--- src/rtl/bin2bcd_seq.sv ---
// rtl/bin2bcd_seq.sv - sequential double-dabble binary to 3-digit BCD converter
//
// Purpose: converts an unsigned WIDTH-bit value (WIDTH = 1..9, max 511)
// into hundreds/tens/units BCD digits. The conversion takes one clock per
// input bit. The result is held on the digit outputs until the next
// conversion completes.
//
// Ports:
//   CLK_50  in   system clock, rising edge
//   RST_N   in   asynchronous active-low reset
//   start   in   conversion request, accepted only while idle
//   bin     in   WIDTH-bit binary value, sampled on the accepting edge
//   busy    out  high while a conversion is in progress
//   done    out  one-cycle pulse: new result on bcd2/bcd1/bcd0
//   bcd2    out  hundreds digit of the last completed conversion
//   bcd1    out  tens digit
//   bcd0    out  units digit

module bin2bcd_seq #(
  parameter int WIDTH = 9
) (
  input  logic             CLK_50,
  input  logic             RST_N,
  input  logic             start,
  input  logic [WIDTH-1:0] bin,
  output logic             busy,
  output logic             done,
  output logic [3:0]       bcd2,
  output logic [3:0]       bcd1,
  output logic [3:0]       bcd0
);

  localparam logic S_IDLE = 1'b0;
  localparam logic S_CONV = 1'b1;

  // WIDTH never exceeds 9, so four counter bits are always enough.
  localparam logic [3:0] CNT_INIT = 4'(WIDTH);

  logic             state;
  logic [WIDTH-1:0] sh;
  logic [11:0]      scratch;
  logic [3:0]       cnt;

  logic [11:0]       adj;
  logic [WIDTH+11:0] shifted;
  logic [11:0]       next_scratch;
  logic [WIDTH-1:0]  next_sh;

  // One double-dabble step: correct each nibble independently (no carry
  // between nibbles), then shift the scratch/shift-register pair left by one.
  always_comb begin
    adj = scratch;
    for (int i = 0; i < 3; i++) begin
      if (scratch[4*i +: 4] >= 4'd5) begin
        adj[4*i +: 4] = scratch[4*i +: 4] + 4'd3;
      end
    end
    shifted      = {adj, sh} << 1;
    next_scratch = shifted[WIDTH+11:WIDTH];
    next_sh      = shifted[WIDTH-1:0];
  end

  // busy depends only on the state register, so no input reaches an output
  // combinationally.
  assign busy = (state == S_CONV);

  always_ff @(posedge CLK_50 or negedge RST_N) begin
    if (!RST_N) begin
      state   <= S_IDLE;
      sh      <= '0;
      scratch <= '0;
      cnt     <= '0;
      done    <= 1'b0;
      bcd2    <= 4'd0;
      bcd1    <= 4'd0;
      bcd0    <= 4'd0;
    end else begin
      done <= 1'b0;
      if (state == S_IDLE) begin
        if (start) begin
          sh      <= bin;
          scratch <= '0;
          cnt     <= CNT_INIT;
          state   <= S_CONV;
        end
      end else begin
        scratch <= next_scratch;
        sh      <= next_sh;
        cnt     <= cnt - 4'd1;
        // The step taken with cnt == 1 is the last one; publish its result
        // directly from the next-state value so done and the digits align.
        if (cnt == 4'd1) begin
          state <= S_IDLE;
          done  <= 1'b1;
          bcd2  <= next_scratch[11:8];
          bcd1  <= next_scratch[7:4];
          bcd0  <= next_scratch[3:0];
        end
      end
    end
  end

endmodule

--- config.mk ---
export PLATFORM = sky130hd
export DESIGN_NAME = bin2bcd_seq
export DESIGN_NICKNAME = d
export VERILOG_FILES = /design/src/rtl/bin2bcd_seq.sv
export SDC_FILE = /design/constraint.sdc
export NUM_CORES = 1
export LEC_CHECK = 0
export CAP_MARGIN = 30
export CORE_ASPECT_RATIO = 1.4
export CORE_UTILIZATION = 58
export CTS_CLUSTER_DIAMETER = 200
export DETAILED_ROUTE_END_ITERATION = 12
export PLACE_DENSITY = 0.84
export SETUP_SLACK_MARGIN = 0.5
export SLEW_MARGIN = 0
export SYNTH_ARGS = -nofsm -noshare
export SYNTH_HDL_FRONTEND = slang
export SYNTH_SLANG_ARGS = --single-unit
export TNS_END_PERCENT = 20
--- constraint.sdc ---
create_clock -name CLK_50 -period 3.4 [get_ports CLK_50]
set_input_delay 0.34 -clock CLK_50 [delete_from_list [all_inputs] [get_ports CLK_50]]
set_output_delay 0.34 -clock CLK_50 [all_outputs]
set_load 0.005 [all_outputs]
After elaboration in Yosys (flattened, before gate mapping)

Index checks and enable logic that the tools add are counted.

Reductions and logical operators: 2
Equal/unequal tests: 1
Mux-type cells: 14
Add/subtract/negate cells: 4
Magnitude comparators: 3

Operators by type and width:

| operator                                            | count |
|---|---|
| 2-to-1 mux 12 bit                                   | 2 |
| 2-to-1 mux 9 bit                                    | 2 |
| 2-to-1 mux 4 bit                                    | 4 |
| >= comparator 4 x 3 -> 1 bit, second input constant | 3 |
| adder 4 x 2 -> 4 bit, second input constant         | 2 |
| 2-to-1 mux 1 bit                                    | 5 |
| == test 4 x 1 -> 1 bit, second input constant       | 1 |
| subtractor 4 x 1 -> 4 bit, second input constant    | 1 |
| adder 3 x 2 -> 3 bit, second input constant         | 1 |
| 2-to-1 mux 3 bit                                    | 1 |
| AND reduction 2 bit                                 | 1 |
| nonzero test 2 bit                                  | 1 |

Input port bits: 12
Register bits after elaboration: 39
Output and inout port bits: 14

Depth between registers and ports, before layout

Depth after elaboration: 3
Gate-level depth with buffers: 6
Mapped depth without buffers: 6

Least setup slack after synthesis

No wires, ideal clock.

Path type: reg-to-reg
Start point: register scratch[4]
End point: register bcd1[2]
Arrival time: 1.380 ns
Slack: 1.937 ns
Buffers on the path: 0
Clock period less this slack: 1.463 ns
Cell stages (with the launch flop): 6
Data required time: 3.317 ns
Path through: dfrtp_1 -> ha_1 -> nand2b_1 -> a21oi_2 -> mux2_2 -> o21ai_0

Longest elaborated chain between the ends: 2
Elaborated cells on any way between the ends: 3

RTL lines:

| item                                                                 | RTL line | RTL |
|---|---|---|
| start, declared                                                      | 41       | `logic [11:0] scratch;` |
| start signal, assigned                                               | 87       | `scratch <= next_scratch;` |
| adder 4 x 2 -> 4 bit or >= comparator 4 x 3 -> 1 bit (tied branches) | 55, 54   |  |
| 2-to-1 mux 4 bit (*)                                                 | 54       | `if (scratch[4*i +: 4] >= 4'd5) begin` |
| end signal, assigned                                                 | 96       | `bcd1 <= next_scratch[7:4];` |
| end, declared                                                        | 29       | `output logic [3:0] bcd1,` |

Every way passes the cells marked *; elsewhere a longest branch is shown, timed or not.
A chain may end at the register's enable or synchronous reset.

Worst setup path after layout

Start point: register state (netlist: busy)
End point: output busy

RTL lines:

| item                   | RTL line | RTL |
|---|---|---|
| start, declared        | 39       | `logic state;` |
| start signal, assigned | 69       | `state <= S_IDLE;` |
| start signal, assigned | 84       | `state <= S_CONV;` |
| start signal, assigned | 93       | `state <= S_IDLE;` |
| end, declared          | 26       | `output logic busy,` |

No word-level cell between the ends.

==> results.py <==
metrics = {
    "clock_network": {
        "numCtsBuffers": 5,
        "cts_sinks": 39,
        "clockBufferDepth": 2,
        "root_buffer": "clkbuf_8",
        "post_cts_resized": 0,
        "clock_latency_ps": 290,
        "tritoncts": "built",
        "post_cts_buffers": 0,
        "clk_pin_slew_ps": 70,
        "hold_buffers": 0,
        "htree_levels": 2,
    },
    "worst_setup_path": {
        "cp.depth": 1,
        "r2r_cells": 3,
        "crit_arrival_ps": 1590,
        "critPathSlowestCell": "dfrtp_1",
        "cp.buffers_inverters": 1,
        "worst-path-max-fanout": 16,
        "critPathTopFamily": "flip-flops",
        "cp-start-kind": "register",
        "worstPathRequired_ps": 3060,
        "cpPeakStageDelay_ps": 700,
        "crit_path_cell_trace": "clkdlybuf4s50_1",
        "critPathKind": "reg -> out",
        "cp-end-kind": "output port",
    },
    "drt": {
        "avgRoutedWirePerCell_um": 13.8,
        "drtIter0Drc": 7,
        "drc": 0,
        "drt_first_pass_iters": 4,
        "route.vias.total": 1303,
        "viasPerCell": 5.43,
        "antenna_left": 0,
        "wl_mm": 3.30,
    },
    "sta": {
        "fin_crit_sh_pct": 56.9,
        "slew_violations": 0,
        "post-route-min-period_ps": 1930,
        "skew_ps": 4.10,
        "rsz0062_at_grt": "false",
        "setup_violations": 0,
        "relSlewSlack_pct": 45.1,
        "hold_viol": 0,
        "worstMarginPinSlew_ps": 823,
        "setup_tns_ps": 0,
        "fmax_ghz": 0.517,
        "whs_ps": 148,
        "fin_ws_ps": 1470,
    },
    "status": {
        "run_status": "completed",
    },
    "synth": {
        "syn_nets": 196,
        "synth.cell_area_sq_um": 1890,
        "synth_top_area_cell": "dfrtp_1",
        "ys_top_cells_by_area": "dfrtp_1 (52%), mux2i_1 (9.5%), ha_1 (5.3%), o21ai_0 (4.8%), nand2_1 (4.0%)",
        "synth_cells": 176,
        "synth.yosys.seq_area_share_pct": 51.6,
        "synth_seq_cells": 39,
        "synth_warnings": 0,
        "synthDistinctLibCells": 24,
        "syn_area_per_cell_sq_um": 10.8,
        "synth_top_area_share_pct": 51.6,
    },
    "placement": {
        "pre_cts_slack_ps": 1570,
        "place.gp.congestion": 0.735,
        "port_buffers": 25,
        "hpwlAfterDp_mm": 2.38,
    },
    "global_route": {
        "grt_max_degree": 40,
        "grt.total_usage_pct": 22.3,
        "grt_pass1_wl_mm": 5.83,
        "grt.overflow.total": 0,
        "grt_pass1_vias": 1415,
        "antenna_found_initial": 0,
    },
    "power_and_ir_drop": {
        "power_frac_seq_pct": 40.9,
        "switchingPower_uw": 744,
        "p_comb_share_pct": 44.1,
        "swShare_pct": 36.1,
        "p_leak_nw": 1.07,
        "powerDensity_nw_per_um2": 914,
        "worst_ir_drop_vdd_mv": 0.474,
        "p_int_mw": 1.31,
        "finalPower_mw": 2.06,
        "clkPwrFrac_pct": 15.0,
    },
    "cells_and_area": {
        "area_growth_pct": 19.0,
        "diodes": 0,
        "layout_commonest_cell": "dfrtp_1",
        "num-nets-final": 221,
        "fill_cells": 240,
        "final_cell_mix": "dfrtp_1 (39), clkdlybuf4s50_1 (24), nand2_1 (20), o21ai_0 (18), mux2i_1 (18)",
        "drive_gt1_share_pct": 10.4,
    },
    "floorplan": {
        "die_w_um": 50.3,
        "start_util_pct": 60.6,
        "die_h_um": 69.6,
        "dieArea_sq_um": 3500,
        "boundaryPins": 26,
        "core_sq_um": 3120,
        "num_rows": 24,
    },
    "worst_hold_path": {
        "hold_class": "in -> async",
    },
    "flow_run": {
        "cap_viol_max_count": 0,
    },
}
-- cell type report --
type | instances | area, sq um | area share (%)
Tap cell | 39 | 48.8 | 2.17
Inverter | 9 | 33.8 | 1.50
Sequential cell | 39 | 976 | 43.3
Multi-Input combinational cell | 119 | 838 | 37.2
Clock buffer | 6 | 82.6 | 3.67
Timing Repair Buffer | 27 | 268 | 11.9
Clock inverter | 1 | 5.00 | 0.222
-- routing by layer --
layer	wire (um)	track usage, %	vias up
met2	1770	38.2	26
met5	0	0	-
met3	115	6.80	8
met1	1350	25.0	630
li1	-	-	639
met4	68	9.21	0
-- synth_stat cells, drive strengths merged --
cell type,instances
nand2,20
nand3,1
o31ai,2
nor3b,7
nand2b,12
inv,9
a21oi,10
xnor2,4
o21ai,18
mux2,5
dfrtp,39
nor3,5
mux2i,18
buf,7
a21o,4
nor2,4
ha,8
clkbuf,2
xor2,1
-- worst register-to-register path, cell delays in order, from the launching register on --
cell and delay (ps):
dfrtp_1 700, nand3_2 390, inv_2 280, mux2_2 360
-- power groups by stage --
stage / Clock, mW / Combinational, mW / Sequential, mW
2_1_floorplan: 0 / 0.654 / 0.802
6_report: 0.309 / 0.907 / 0.842
3_3_place_gp: 0 / 0.859 / 0.830
5_1_grt: 0.330 / 1.02 / 0.876
3_5_place_dp: 0 / 0.911 / 0.851
4_1_cts: 0.313 / 0.920 / 0.843
-- flip-flops by register name (all words and copies together) (netlist names) --
signal   cells
sh           9
bcd2         4
busy         1
bcd1         4
done         1
bcd0         4
scratch     12
cnt          4
-- final timing paths --
path	slack [ps]	from	to
worst max-delay path	1470	busy	busy
worst min-delay path	150	RST_N	scratch[11]
worst max register to register	1560	busy	bcd1[1]
worst min register to register	480	bcd2[3]	bcd2[3]
max in group asynchronous	2740	RST_N	busy
min in group CLK_50	480	bcd2[3]	bcd2[3]
-- cell families after synthesis --
| kind of cell | share of synthesized area [%] |
|---|---|
| DFF | 51.6 |
| muxes | 12.9 |
| AOI/OAI and AO/OA | 10.4 |
| and+or+nand+nor | 13.4 |
| buffers and inverters | 4.16 |
| adders and majority gates | 5.29 |
| xor gates and xnor gates | 2.31 |
-- through the flow --
stage	cell area (sq um)	utilization, %	instances
final	2250	72.1	240
after global routing	2250	72.1	240
after CTS	2250	72.1	240
after detailed placement	2160	69.3	233
after global placement	2150	68.8	232
after floorplan	1890	-	176
(Power assumes the default switching activity.)
